==> config.mk <==
export PLATFORM = sky130hd
export DESIGN_NAME = tap_controller
export DESIGN_NICKNAME = d
export VERILOG_FILES = /design/src/rtl/tap_controller.sv
export SDC_FILE = /design/constraint.sdc
export NUM_CORES = 1
export LEC_CHECK = 0
export CORE_MARGIN = 1.5
export CORE_UTILIZATION = 45
export CTS_CLUSTER_DIAMETER = 50
export DETAILED_ROUTE_END_ITERATION = 8
export HOLD_SLACK_MARGIN = 0.1
export PLACE_DENSITY = 0.72
export SLEW_MARGIN = 20
export SYNTH_ARGS = -nofsm -noshare
export SYNTH_HDL_FRONTEND = slang
export SYNTH_SLANG_ARGS = --single-unit
export TNS_END_PERCENT = 1
==> constraint.sdc <==
create_clock -name TCK -period 2.3 [get_ports TCK]
set_input_delay 0.345 -clock TCK [delete_from_list [all_inputs] [get_ports TCK]]
set_output_delay 0.345 -clock TCK [all_outputs]
set_load 0.02 [all_outputs]
==> src/rtl/tap_controller.sv <==
// IEEE 1149.1 TAP controller: 16-state TAP FSM, instruction register, BYPASS/IDCODE
// data registers, boundary-cell controls and negedge-timed TDO.
module tap_controller #(
   parameter int                IR_LEN       = 4,
   parameter logic [31:0]       IDCODE_VALUE = 32'h1000_0CFF,
   parameter logic [IR_LEN-1:0] OP_EXTEST    = IR_LEN'(0),
   parameter logic [IR_LEN-1:0] OP_SAMPLE    = IR_LEN'(1),
   parameter logic [IR_LEN-1:0] OP_IDCODE    = IR_LEN'(2),
   parameter logic [IR_LEN-1:0] OP_BYPASS    = '1
) (
   input  logic TCK,
   input  logic TRST,
   input  logic TMS,
   input  logic TDI,
   input  logic BSChainTDO,
   output logic TDO,
   output logic TDOEnable,
   output logic CaptureDR,
   output logic ShiftDR,
   output logic UpdateDR,
   output logic ExtestSelected,
   output logic SampleSelected,
   output logic IdcodeSelected,
   output logic BypassSelected,
   output logic TestLogicReset
);

   typedef enum logic [3:0] {
      TLR, RTI, SEL_DR, CAP_DR, SH_DR, EX1_DR, PAU_DR, EX2_DR, UPD_DR,
      SEL_IR, CAP_IR, SH_IR, EX1_IR, PAU_IR, EX2_IR, UPD_IR
   } tap_state_e;

   tap_state_e        state_q, state_d;
   logic [IR_LEN-1:0] ir_sr_q;
   logic [IR_LEN-1:0] ir_active_q;
   logic              bypass_q;
   logic [31:0]       idcode_q;
   logic              capture_dr_q, shift_dr_q, update_dr_q, tlr_q;
   logic              tdo_q, tdo_en_q;
   logic              bs_sel;
   logic              dr_tdo;

   always_comb begin
      state_d = state_q;
      unique case (state_q)
         TLR:    state_d = TMS ? TLR    : RTI;
         RTI:    state_d = TMS ? SEL_DR : RTI;
         SEL_DR: state_d = TMS ? SEL_IR : CAP_DR;
         CAP_DR: state_d = TMS ? EX1_DR : SH_DR;
         SH_DR:  state_d = TMS ? EX1_DR : SH_DR;
         EX1_DR: state_d = TMS ? UPD_DR : PAU_DR;
         PAU_DR: state_d = TMS ? EX2_DR : PAU_DR;
         EX2_DR: state_d = TMS ? UPD_DR : SH_DR;
         UPD_DR: state_d = TMS ? SEL_DR : RTI;
         SEL_IR: state_d = TMS ? TLR    : CAP_IR;
         CAP_IR: state_d = TMS ? EX1_IR : SH_IR;
         SH_IR:  state_d = TMS ? EX1_IR : SH_IR;
         EX1_IR: state_d = TMS ? UPD_IR : PAU_IR;
         PAU_IR: state_d = TMS ? EX2_IR : PAU_IR;
         EX2_IR: state_d = TMS ? UPD_IR : SH_IR;
         UPD_IR: state_d = TMS ? SEL_DR : RTI;
         default: state_d = TLR;
      endcase
   end

   assign ExtestSelected = (ir_active_q == OP_EXTEST);
   assign SampleSelected = (ir_active_q == OP_SAMPLE);
   assign IdcodeSelected = (ir_active_q == OP_IDCODE);
   assign BypassSelected = (ir_active_q == OP_BYPASS) |
                           ~(ExtestSelected | SampleSelected | IdcodeSelected);
   assign bs_sel         = ExtestSelected | SampleSelected;

   // Cell controls are registered from the next state so they are clean Moore decodes.
   always_ff @(posedge TCK or posedge TRST) begin
      if (TRST) begin
         state_q      <= TLR;
         tlr_q        <= 1'b1;
         capture_dr_q <= 1'b0;
         shift_dr_q   <= 1'b0;
         update_dr_q  <= 1'b0;
         ir_sr_q      <= '0;
         bypass_q     <= 1'b0;
         idcode_q     <= IDCODE_VALUE;
      end else begin
         state_q      <= state_d;
         tlr_q        <= (state_d == TLR);
         capture_dr_q <= bs_sel && (state_d == CAP_DR);
         shift_dr_q   <= bs_sel && (state_d == SH_DR);
         update_dr_q  <= bs_sel && (state_d == UPD_DR);
         case (state_q)
            CAP_IR: ir_sr_q <= IR_LEN'(1);
            SH_IR:  ir_sr_q <= {TDI, ir_sr_q[IR_LEN-1:1]};
            CAP_DR: begin
               if (IdcodeSelected)      idcode_q <= IDCODE_VALUE;
               else if (BypassSelected) bypass_q <= 1'b0;
            end
            SH_DR: begin
               if (IdcodeSelected)      idcode_q <= {TDI, idcode_q[31:1]};
               else if (BypassSelected) bypass_q <= TDI;
            end
            default: ;
         endcase
      end
   end

   always_comb begin
      dr_tdo = bypass_q;
      if (bs_sel)              dr_tdo = BSChainTDO;
      else if (IdcodeSelected) dr_tdo = idcode_q[0];
   end

   // Instruction and TDO change on the falling edge so they are stable across the next rising edge.
   always_ff @(negedge TCK or posedge TRST) begin
      if (TRST) begin
         ir_active_q <= OP_IDCODE;
         tdo_q       <= 1'b0;
         tdo_en_q    <= 1'b0;
      end else begin
         if (state_q == UPD_IR)   ir_active_q <= ir_sr_q;
         else if (state_q == TLR) ir_active_q <= OP_IDCODE;
         case (state_q)
            SH_IR: begin
               tdo_q    <= ir_sr_q[0];
               tdo_en_q <= 1'b1;
            end
            SH_DR: begin
               tdo_q    <= dr_tdo;
               tdo_en_q <= 1'b1;
            end
            default: begin
               tdo_q    <= 1'b0;
               tdo_en_q <= 1'b0;
            end
         endcase
      end
   end

   assign TDO            = tdo_q;
   assign TDOEnable      = tdo_en_q;
   assign CaptureDR      = capture_dr_q;
   assign ShiftDR        = shift_dr_q;
   assign UpdateDR       = update_dr_q;
   assign TestLogicReset = tlr_q;

endmodule

# Word-level counts from Yosys, hierarchy flattened
# Cells that the tools add are included.
# totals
reg_bits	51
out_inout_bits	10
inputBits	5
# classes
n_reduce_logical	15
n_bitwise	4
mux	28
n_eq_ne	27
# op_table
cell	n
two-way mux 32 bit	2
one-hot mux 32 bit (2 select lines)	1
one-hot mux 4 bit (12 select lines)	1
equality test 4 bit (second input constant)	10
two-way mux 4 bit	6
equality test 4 x 3 -> 1 bit (second input constant)	5
equality test 4 x 2 -> 1 bit (second input constant)	4
logical NOT 4 bit	3
!= test 2 bit (second input constant)	6
two-way mux 1 bit	10
equality test 4 x 1 -> 1 bit (second input constant)	2
one-hot mux 4 bit (2 select lines)	1
two-way mux 2 bit	3
two-way mux 3 bit	2
nonzero test 2 bit	3
OR reduction 2 bit	3
AND reduction 5 bit	1
one-hot mux 1 bit (2 select lines)	2
logical AND 1 bit	3
OR 1 bit	3
AND reduction 3 bit	1
OR reduction 3 bit	1
inverter 1 bit	1

# Longest topological paths before layout
# Gate-level depths: netlist (run 1).
# depth
word_depth	8
mapped_depth	7

==> reports/metrics.yaml, run 1 <==
max-clock-path-buffers: 2
top_layer_used: "met4"
cts_root_buf: "clkbuf_8"
fp.dieW_um: 73.0
cts_setup_buffers: 0
area_growth_pct: 20.6
finalHoldViolCount: 0
syn_inst: 195
grt_pass1_wl_um: 6530
max-vdd-ir-drop_uv: 742
cp.required_ps: 1960
yosysSeqAreaShare_pct: 58.6
antenna_found_initial: 0
rows: 25
yosys_warnings: 0
vias: 1545
place.gp.congestion: 0.850
p_total_mw: 3.49
drive_gt1_share_pct: 30.4
slowest_stage: "dfstp_2"
ys_top_cells_by_count: "33 x dfrtp_1, 21 x a22o_1, 14 x nand2_1, 13 x dfstp_2, 12 x nor2_1"
placed_cell_area_mm2: 0.00251
crit_fanout: 6
finalSetupTns_ps: -14230
hold_path.class: "primary input to asynchronous set/reset pin"
critPathLaunch: "ir_active_q[1]$_DFFE_NP1P_"
finalSetupViolCount: 44
start_kind: "register"
ant_nets: 0
clkLatencyLatePin_ps: 360
drc: 0
worstPathArrival_ps: 2440
grt_max_degree: 37
drtIter0Drc: 148
fin_skew_ps: 62.9
ys_async_sr_fraction_pct: 100
ys_types: 43
met3_length_um: 96
diodes: 0
design_area_mm2: 0.00266
cts_sinks: 51
port_buffers: 14
yosysTopAreaCell: "dfrtp_1"
avgSynthCellArea_um2: 11.3
relSlewSlack_pct: 53.4
yosys-top-cells-area: "dfrtp_1 37%, dfstp_2 15%, a22o_1 8.3%, dfrtn_1 5.7%, o22a_1 4.4%"
drv_slew: 0
timing.critical_path.cells: "nor3_2 -> and2_1 -> buf_6"
max_slew.worst_pin.slew_ps: 688
critPathMaxStageDelay_ps: 590
synth_flop_cell: "dfrtp_1"
cp-end-kind: "output port"
cts_max_level: 2
grt_pass1_vias: 1377
dpl.hpwl_um: 2710
cap_violations: 0
die_area_mm2: 0.00533
leakagePower_nw: 1.18
rsz0062_at_grt: "yes"
p_per_area_mw_per_mm2: 1310
drt-pass1-iter-count: 4
status: "finished, violations left"
worst_slack_ps: -483
wl_met2_um: 1880
hold_buffers: 0
synth_nets: 200
die_h_um: 73.0
grt_usage_pct: 16.2
core_mm2: 0.00472
io_pins: 15
cts_tree: "built"
wire_per_inst_um: 14.1
nets: 228
vias_per_cell: 5.31
clk_pin_slew_ps: 90
numCtsBuffers: 5
overflow: 0
crit_type: "register to output port"
synth-edff-count: 0
initial_core_util_pct: 46.7
finalWirelength_um: 4110
m1WireLength_um: 2080
syn_area_mm2: 0.00221
violations: "negative setup slack"
synth_top_area_share_pct: 37.4
r2r-start: "ir_active_q[3]$_DFFE_NP0P_"
synth.most_common_cell: "dfrtp_1"
synth-seq-cells: 51
## final timing paths
| kind | to | slack, ps | cells after the start |
|---|---|---|---|
| min in group TCK | idcode_q[14]$_DFFE_PP0P_ | 500 | 1 |
| max reg2reg | idcode_q[15]$_DFFE_PP0P_ | -420 | 5 |
| max in group asynchronous | ir_active_q[1]$_DFFE_NP1P_ | 650 | 2 |
| min reg2reg | idcode_q[14]$_DFFE_PP0P_ | 500 | 1 |
| min | ir_sr_q[0]$_DFFE_PP0P_ | 300 | 2 |
| max | SampleSelected | -480 | 3 |
## critical path, delay by kind of cell (launching register included)
family | cells | cell delay, ps
flops | 1 | 590
simple gates | 2 | 220
buf+inv | 1 | 130
## layout by cell type (no fill, tap or decap), drive strengths merged, types with 2 or more instances in the layout
master | synthesis | final
or2 | 3 | 3
a21oi | 6 | 6
nor3b | 2 | 2
nor4b | 2 | 2
a22o | 21 | 21
clkbuf | 0 | 6
clkinvlp | 0 | 2
buf | 14 | 27
o211ai | 2 | 2
dfstp | 13 | 13
and2 | 4 | 4
o21ai | 7 | 7
nor3 | 4 | 4
nand2b | 2 | 2
o31ai | 2 | 2
clkdlybuf4s50 | 0 | 8
o22ai | 4 | 4
dfrtp | 33 | 33
o22a | 11 | 11
nor4 | 4 | 4
nand3 | 2 | 2
and3 | 2 | 2
dfrtn | 5 | 5
nor2b | 4 | 4
nor2 | 12 | 12
nand2 | 14 | 14
inv | 9 | 8
or3 | 2 | 2
## per-layer routing
metal / vias up / GRT usage [%]
li1: 767 / -
met1: 756 / 22.6
met2: 17 / 24.5
met3: 5 / 4.28
met4: 0 / 5.66
met5: - / 0
## area by class of cell
cell class              instances  area (um2)
fillers                       395        2060
clock buffers                   6        72.6
multi-input cells             121         865
clock inverters                 3        16.3
well taps                      67        83.8
repair buffers                 35         295
inverters                       8        33.8
flip-flops and latches         51        1290
## sequential cells by signal (all words and copies together), names as in the netlist
name / flops
TDOEnable: 1
bypass_q: 1
ir_active_q: 4
TestLogicReset: 1
TDO: 1
idcode_q: 32
UpdateDR: 1
state_q: 4
CaptureDR: 1
ir_sr_q: 4
ShiftDR: 1
## cells by family (layout without fill, tap and decap cells)
| logic type | Yosys count | in the layout | synth area share (%) |
|---|---|---|---|
| AO/OA/AOI/OAI | 61 | 61 | 21.0 |
| XOR/XNOR | 1 | 1 | 0.397 |
| buffers and inverters | 23 | 52 | 5.44 |
| flip-flops | 51 | 51 | 58.6 |
| AND/OR/NAND/NOR | 59 | 59 | 14.6 |
## report_power, final
group          total (mW)  internal, mW  switching, mW
logic                1.52         0.712          0.812
registers            1.46          1.25          0.205
clock network       0.508         0.215          0.293
## timing repair
action / in CTS / in global routing
hold endpoints to repair: 0 / 0
setup endpoints to repair: 45 / 46
pin swaps: 6 / 2
gates resized for setup: 43 / 9
cloned: 0 / 0
## stage by stage
step           instances  setup WS, ps  hold WS, ps  util, %
6_report             291          -483          304     56.3
3_3_place_gp         283          -582          481     53.1
3_5_place_dp         283          -581          488     53.1
2_1_floorplan        195          -293          389        -
4_1_cts              291          -470          306     55.8
5_1_grt              291          -542          312     56.3
Power figures use the tool's default switching activity.
==> run 2, diff against run 1 <==
CORE_MARGIN = 3   (was 1.5)
==> run 2 against run 1 <==
The flow still finishes with violations (negative setup slack). Clock skew shrank 12 ps. Count of clock-buffer cells in the layout shrank 1. Via count grew 3.0%. Global-route usage shrank 0.62 points. Routed wire length grew 2.6%. Register-to-register slack gained 50 ps. First-iteration DRC count shrank 29%. Critical path depth is the same. Utilization grew 4.1 points.
==> reports/metrics.yaml, run 2 (synthesis gave the netlist of run 1 again) <==
status: "finished, violations left"
violations: "negative setup slack"
largest_register_ffs: 32  # unchanged
cp-end-kind: "output port"
wire_per_inst_um: 14.4  # +1.9%
switching_power_mw: 1.32  # +0.68%
initial_core_util_pct: 48.7  # +1.9 points
worst_slack_ps: -446  # +36.2 ps
finalWirelength_um: 4220  # +2.6%
max-clock-path-buffers: 2  # unchanged
cp.required_ps: 1960  # about the same
drc: 0  # unchanged
top_layer_used: "met4"
finalSetupTns_ps: -12940  # +1290 ps
rows: 24  # -4.0%
rsz0062_at_grt: "yes"
drtIter0Drc: 105  # -29%
cts_sinks: 51  # unchanged
relSlewSlack_pct: 67.9  # +14 points
vias_per_cell: 5.43  # +2.3%
leakagePower_nw: 1.22  # +3.6%
drv_slew: 0  # unchanged
wl_met2_um: 2040  # +8.1%
grt_usage_pct: 15.6  # -0.62 points
ant_nets: 0  # unchanged
grt_pass1_wl_um: 7430  # +14%
crit_fanout: 5  # -1
core_mm2: 0.00453  # -4.0%
top_register: "idcode_q"
overflow: 0  # unchanged
dpl.hpwl_um: 2880  # +6.4%
max_slew.worst_pin.slew_ps: 474  # -213 ps
grt_max_degree: 34  # -8.1%
cts_root_buf: "clkbuf_8"
drive_gt1_share_pct: 32.0  # +1.7 points
cts_max_level: 2  # unchanged
drt-pass1-iter-count: 5  # +1
cts_tree: "built"
start_kind: "register"
numCtsBuffers: 5  # unchanged
hold_path.class: "primary input to asynchronous set/reset pin"
die_area_mm2: 0.00578  # +8.4%
p_sw_share_pct: 36.1  # -1.4 points
clkPwrFrac_pct: 17.2  # +2.6 points
critPathMaxStageDelay_ps: 590  # about the same
fin_skew_ps: 51.4  # -11.5 ps
crit_type: "register to output port"
hold_buffers: 0  # unchanged
finalHoldViolCount: 0  # unchanged
place.gp.congestion: 0.760  # -11%
finalSetupViolCount: 45  # +2.3%
p_total_mw: 3.65  # +4.7%
area_growth_pct: 24.3
timing.critical_path.cells: "a211oi_2 -> inv_1 -> buf_6"
postLayoutCoreUtil_pct: 60.5  # +4.1 points
place_ws_ps: -565  # +16.2 ps
antenna_found_initial: 0  # unchanged
layout_common_cells: "31 x dfrtp_1, 22 x buf_4, 21 x a22o_1"
worstPathArrival_ps: 2400  # -40 ps
combPwrFrac_pct: 42.7  # -1.0 points
m1WireLength_um: 1970  # -5.5%
path_buf_inv: 2  # +1
fillers: 393  # -0.51%
clkLatencyLatePin_ps: 350  # about the same
grt_pass1_vias: 1578  # +15%
nets: 232  # +1.8%
slowest_stage: "dfstp_2"
cap_violations: 0  # unchanged
met3_length_um: 142  # +48%
die_h_um: 76.0  # +4.1%
max-vdd-ir-drop_uv: 691  # -6.9%
diodes: 0  # unchanged
fin_hold_ws_ps: 316  # +11.6 ps
vias: 1592  # +3.0%
p_int_mw: 2.33  # +7.1%
p_per_area_mw_per_mm2: 1330  # +1.6%
layout_commonest_cell: "dfrtp_1"
clk_pin_slew_ps: 90  # about the same
pwr-share-seq_pct: 40.2  # -1.5 points
fp.dieW_um: 76.0  # +4.1%
port_buffers: 14  # unchanged
io_pins: 15  # unchanged
path_delay_family: "flip-flops"
==> run 2: area by class of cell <==
class	instances	area [um2]	area share (%)
clock buffer	5	68.8	2.51
clock inverter	4	46.3	1.69
inverter	8	33.8	1.23
multi-input combinational	121	868	31.7
sequential	51	1290	47.2
tap	65	81.3	2.97
timing repair buffer	39	349	12.7
==> run 2: power groups by stage <==
| stage | registers, mW | logic, mW | clock network [mW] |
|---|---|---|---|
| floorplan | 1.41 | 1.03 | 0.00544 |
| global placement | 1.45 | 1.41 | 0.00544 |
| detailed placement | 1.46 | 1.44 | 0.00544 |
| CTS | 1.46 | 1.54 | 0.638 |
| global route | 1.51 | 1.73 | 0.681 |
| finish | 1.47 | 1.56 | 0.626 |
==> run 2: what timing repair did <==
action,4_1_cts,5_1_grt
setup buffers,2,0
pin swaps,8,1
endpoints found under the hold margin,0,0
endpoints found under the setup margin,46,46
gates resized for setup,52,5
==> run 2: worst paths after layout <==
check	startpoint	endpoint	slack [ps]	cells after the start
max reg2reg	ir_active_q[2]$_DFFE_NP0P_	idcode_q[23]$_DFFE_PP0P_	-370	6
max in group asynchronous	TRST	ir_active_q[1]$_DFFE_NP1P_	630	2
min in group TCK	idcode_q[8]$_DFFE_PP0P_	idcode_q[8]$_DFFE_PP0P_	510	1
min reg2reg	idcode_q[8]$_DFFE_PP0P_	idcode_q[8]$_DFFE_PP0P_	510	1
max	ir_active_q[1]$_DFFE_NP1P_	BypassSelected	-450	3
min	TRST	idcode_q[31]$_DFFE_PP0P_	320	2
==> run 2: layer usage <==
metal	vias to the layer above	GRT usage, %
li1	770	-
met1	782	22.1
met2	30	23.5
met3	10	3.55
met4	0	5.98
met5	-	0
==> run 2: through the flow <==
step,instance area (um2),instances
6_report,2740,293
5_1_grt,2740,293
4_1_cts,2720,293
3_5_place_dp,2530,283
3_3_place_gp,2530,283
2_1_floorplan,2210,195
==> run 3, diff against run 2 <==
CTS_CLUSTER_DIAMETER = 150   (was 50)
DONT_BUFFER_PORTS = 1   (was not set)
PLACE_DENSITY = 0.68   (was 0.72)
==> run 3 against run 2 <==
Global-route usage increased by 0.49 points. The flow still finishes with violations (negative setup slack). Cell area decreased by 5.7%. Combinational power decreased by 6%.
==> reports/metrics.yaml, run 3 (synthesis gave the netlist of run 1 again) <==
status: "finished, violations left"
violations: "negative setup slack"
antenna_found_initial: 0  # unchanged
vias_per_cell: 5.60  # +3.1%
drive_gt1_share_pct: 31.0  # -1.0 points
ant_nets: 0  # unchanged
numCtsBuffers: 5  # unchanged
clkLatencyLatePin_ps: 350  # about the same
drt-pass1-iter-count: 4  # -1
place_inst: 270  # -4.6%
cp.required_ps: 1960  # about the same
fp.dieW_um: 76.0  # unchanged
rows: 24  # unchanged
grt_max_degree: 26  # -24%
combPwrFrac_pct: 42.7  # about the same
drc: 0  # unchanged
io_pins: 15  # unchanged
overflow: 0  # unchanged
dpl.hpwl_um: 3110  # +8.0%
layout_commonest_cell: "dfrtp_1"
max-clock-path-buffers: 2  # unchanged
cts_sinks: 51  # unchanged
top_register: "idcode_q"
core_mm2: 0.00453  # unchanged
p_per_area_mw_per_mm2: 1320  # -0.65%
diodes: 0  # unchanged
grt_usage_pct: 16.1  # +0.49 points
cp-end-kind: "output port"
max-vdd-ir-drop_uv: 485  # -30%
nets: 220  # -5.2%
clk_pin_slew_ps: 80  # about the same
grt_pass1_vias: 1529  # -3.1%
initial_core_util_pct: 48.7  # unchanged
area_growth_pct: 17.2
port_buffers: 0  # -14
finalWirelength_um: 4340  # +2.8%
rsz0062_at_grt: "yes"
die_h_um: 76.0  # unchanged
grt_pass1_wl_um: 7500  # +0.93%
relSlewSlack_pct: 62.7  # -5.2 points
cts_root_buf: "clkbuf_8"
pwr-share-seq_pct: 43.2  # +3.0 points
leakagePower_nw: 1.15  # -6.0%
fin_skew_ps: 57.1  # +5.71 ps
p_total_mw: 3.42  # -6.3%
crit_type: "register to output port"
p_int_mw: 2.15  # -7.7%
cts_max_level: 2  # unchanged
cap_violations: 0  # unchanged
drtIter0Drc: 105  # unchanged
place.gp.congestion: 0.969  # +28%
layout_common_cells: "31 x dfrtp_1, 22 x buf_4, 21 x a22o_1"
place_ws_ps: -348  # +217 ps
wire_per_inst_um: 15.4  # +7.2%
die_area_mm2: 0.00578  # unchanged
switching_power_mw: 1.27  # -3.8%
drv_slew: 0  # unchanged
cts_tree: "built"
worst_slack_ps: -556  # -110 ps
hold_path.class: "primary input to register"
postLayoutCoreUtil_pct: 57.1  # -3.4 points
start_kind: "register"
final_cell_count_no_fill: 281  # -4.1%
clkPwrFrac_pct: 14.1  # -3.1 points
worstPathArrival_ps: 2510  # +110 ps
crit_fanout: 4  # -1
p_sw_share_pct: 37.1  # +0.95 points
max_slew.worst_pin.slew_ps: 551  # +76.1 ps
finalHoldViolCount: 0  # unchanged
vias: 1574  # -1.1%
fin_hold_ws_ps: 174  # -141 ps
finalSetupViolCount: 44  # -2.2%
largest_register_ffs: 32  # unchanged
run 3: per-layer routing:
layer  track usage, %  vias to the layer above  share of wire (%)
li1                 -                      744                  -
met1             21.1                      795                 44
met2             26.0                       27                 51
met3             2.96                        8                3.3
met4             7.61                        0                2.0
met5                0                        -                  0
run 3: cell type report:
| type | count | area [um2] |
|---|---|---|
| clock buffer | 7 | 76.3 |
| clock inverter | 2 | 8.76 |
| fill | 381 | 1950 |
| inverter | 8 | 33.8 |
| multi-input combinational | 121 | 863 |
| sequential | 51 | 1290 |
| tap | 65 | 81.3 |
| timing repair buffer | 27 | 229 |
run 3: path summary, 6_finish.rpt:
check | start | endpoint | slack [ps] | cells past startpoint
hold reg to reg | idcode_q[23]$_DFFE_PP0P_ | idcode_q[23]$_DFFE_PP0P_ | 500 | 1
setup / recovery | ir_active_q[2]$_DFFE_NP0P_ | SampleSelected | -560 | 4
min in group asynchronous | TRST | UpdateDR$_DFF_PP0_ | 520 | 2
hold / removal | TDI | bypass_q$_DFFE_PP0P_ | 170 | 2
setup reg to reg | ir_active_q[2]$_DFFE_NP0P_ | ShiftDR$_DFF_PP0_ | -250 | 6
max in group asynchronous | TRST | ir_active_q[1]$_DFFE_NP1P_ | 390 | 2
run 3: critical path, cell delays in order, from the launching register on:
cell     delay (ps)
dfrtn_1         350
buf_6           130
buf_4           120
nor3_2          190
and2_2          260
run 3: timing repair:
item / CTS / global route
pin swaps: 3 / 4
buffers inserted: 0 / 2
setup endpoints to repair: 47 / 47
hold buffers: 1 / 0
gates resized for setup: 12 / 10
hold endpoints to repair: 7 / 0
run 3: power by group through the flow:
stage / Clock [mW] / Sequential [mW] / Combinational, mW
after floorplan: 0.00544 / 1.41 / 1.03
after global placement: 0.00544 / 1.47 / 1.30
after detailed placement: 0.00544 / 1.48 / 1.36
after CTS: 0.504 / 1.47 / 1.42
after global routing: 0.544 / 1.52 / 1.62
final: 0.483 / 1.48 / 1.46
run 3: per-stage QoR:
stage / setup TNS [ps] / area, um2
final: -9470 / 2590
after global routing: -12290 / 2590
after CTS: -10810 / 2540
after global placement: -8280 / 2400
after detailed placement: -9780 / 2400
after floorplan: -8020 / 2210
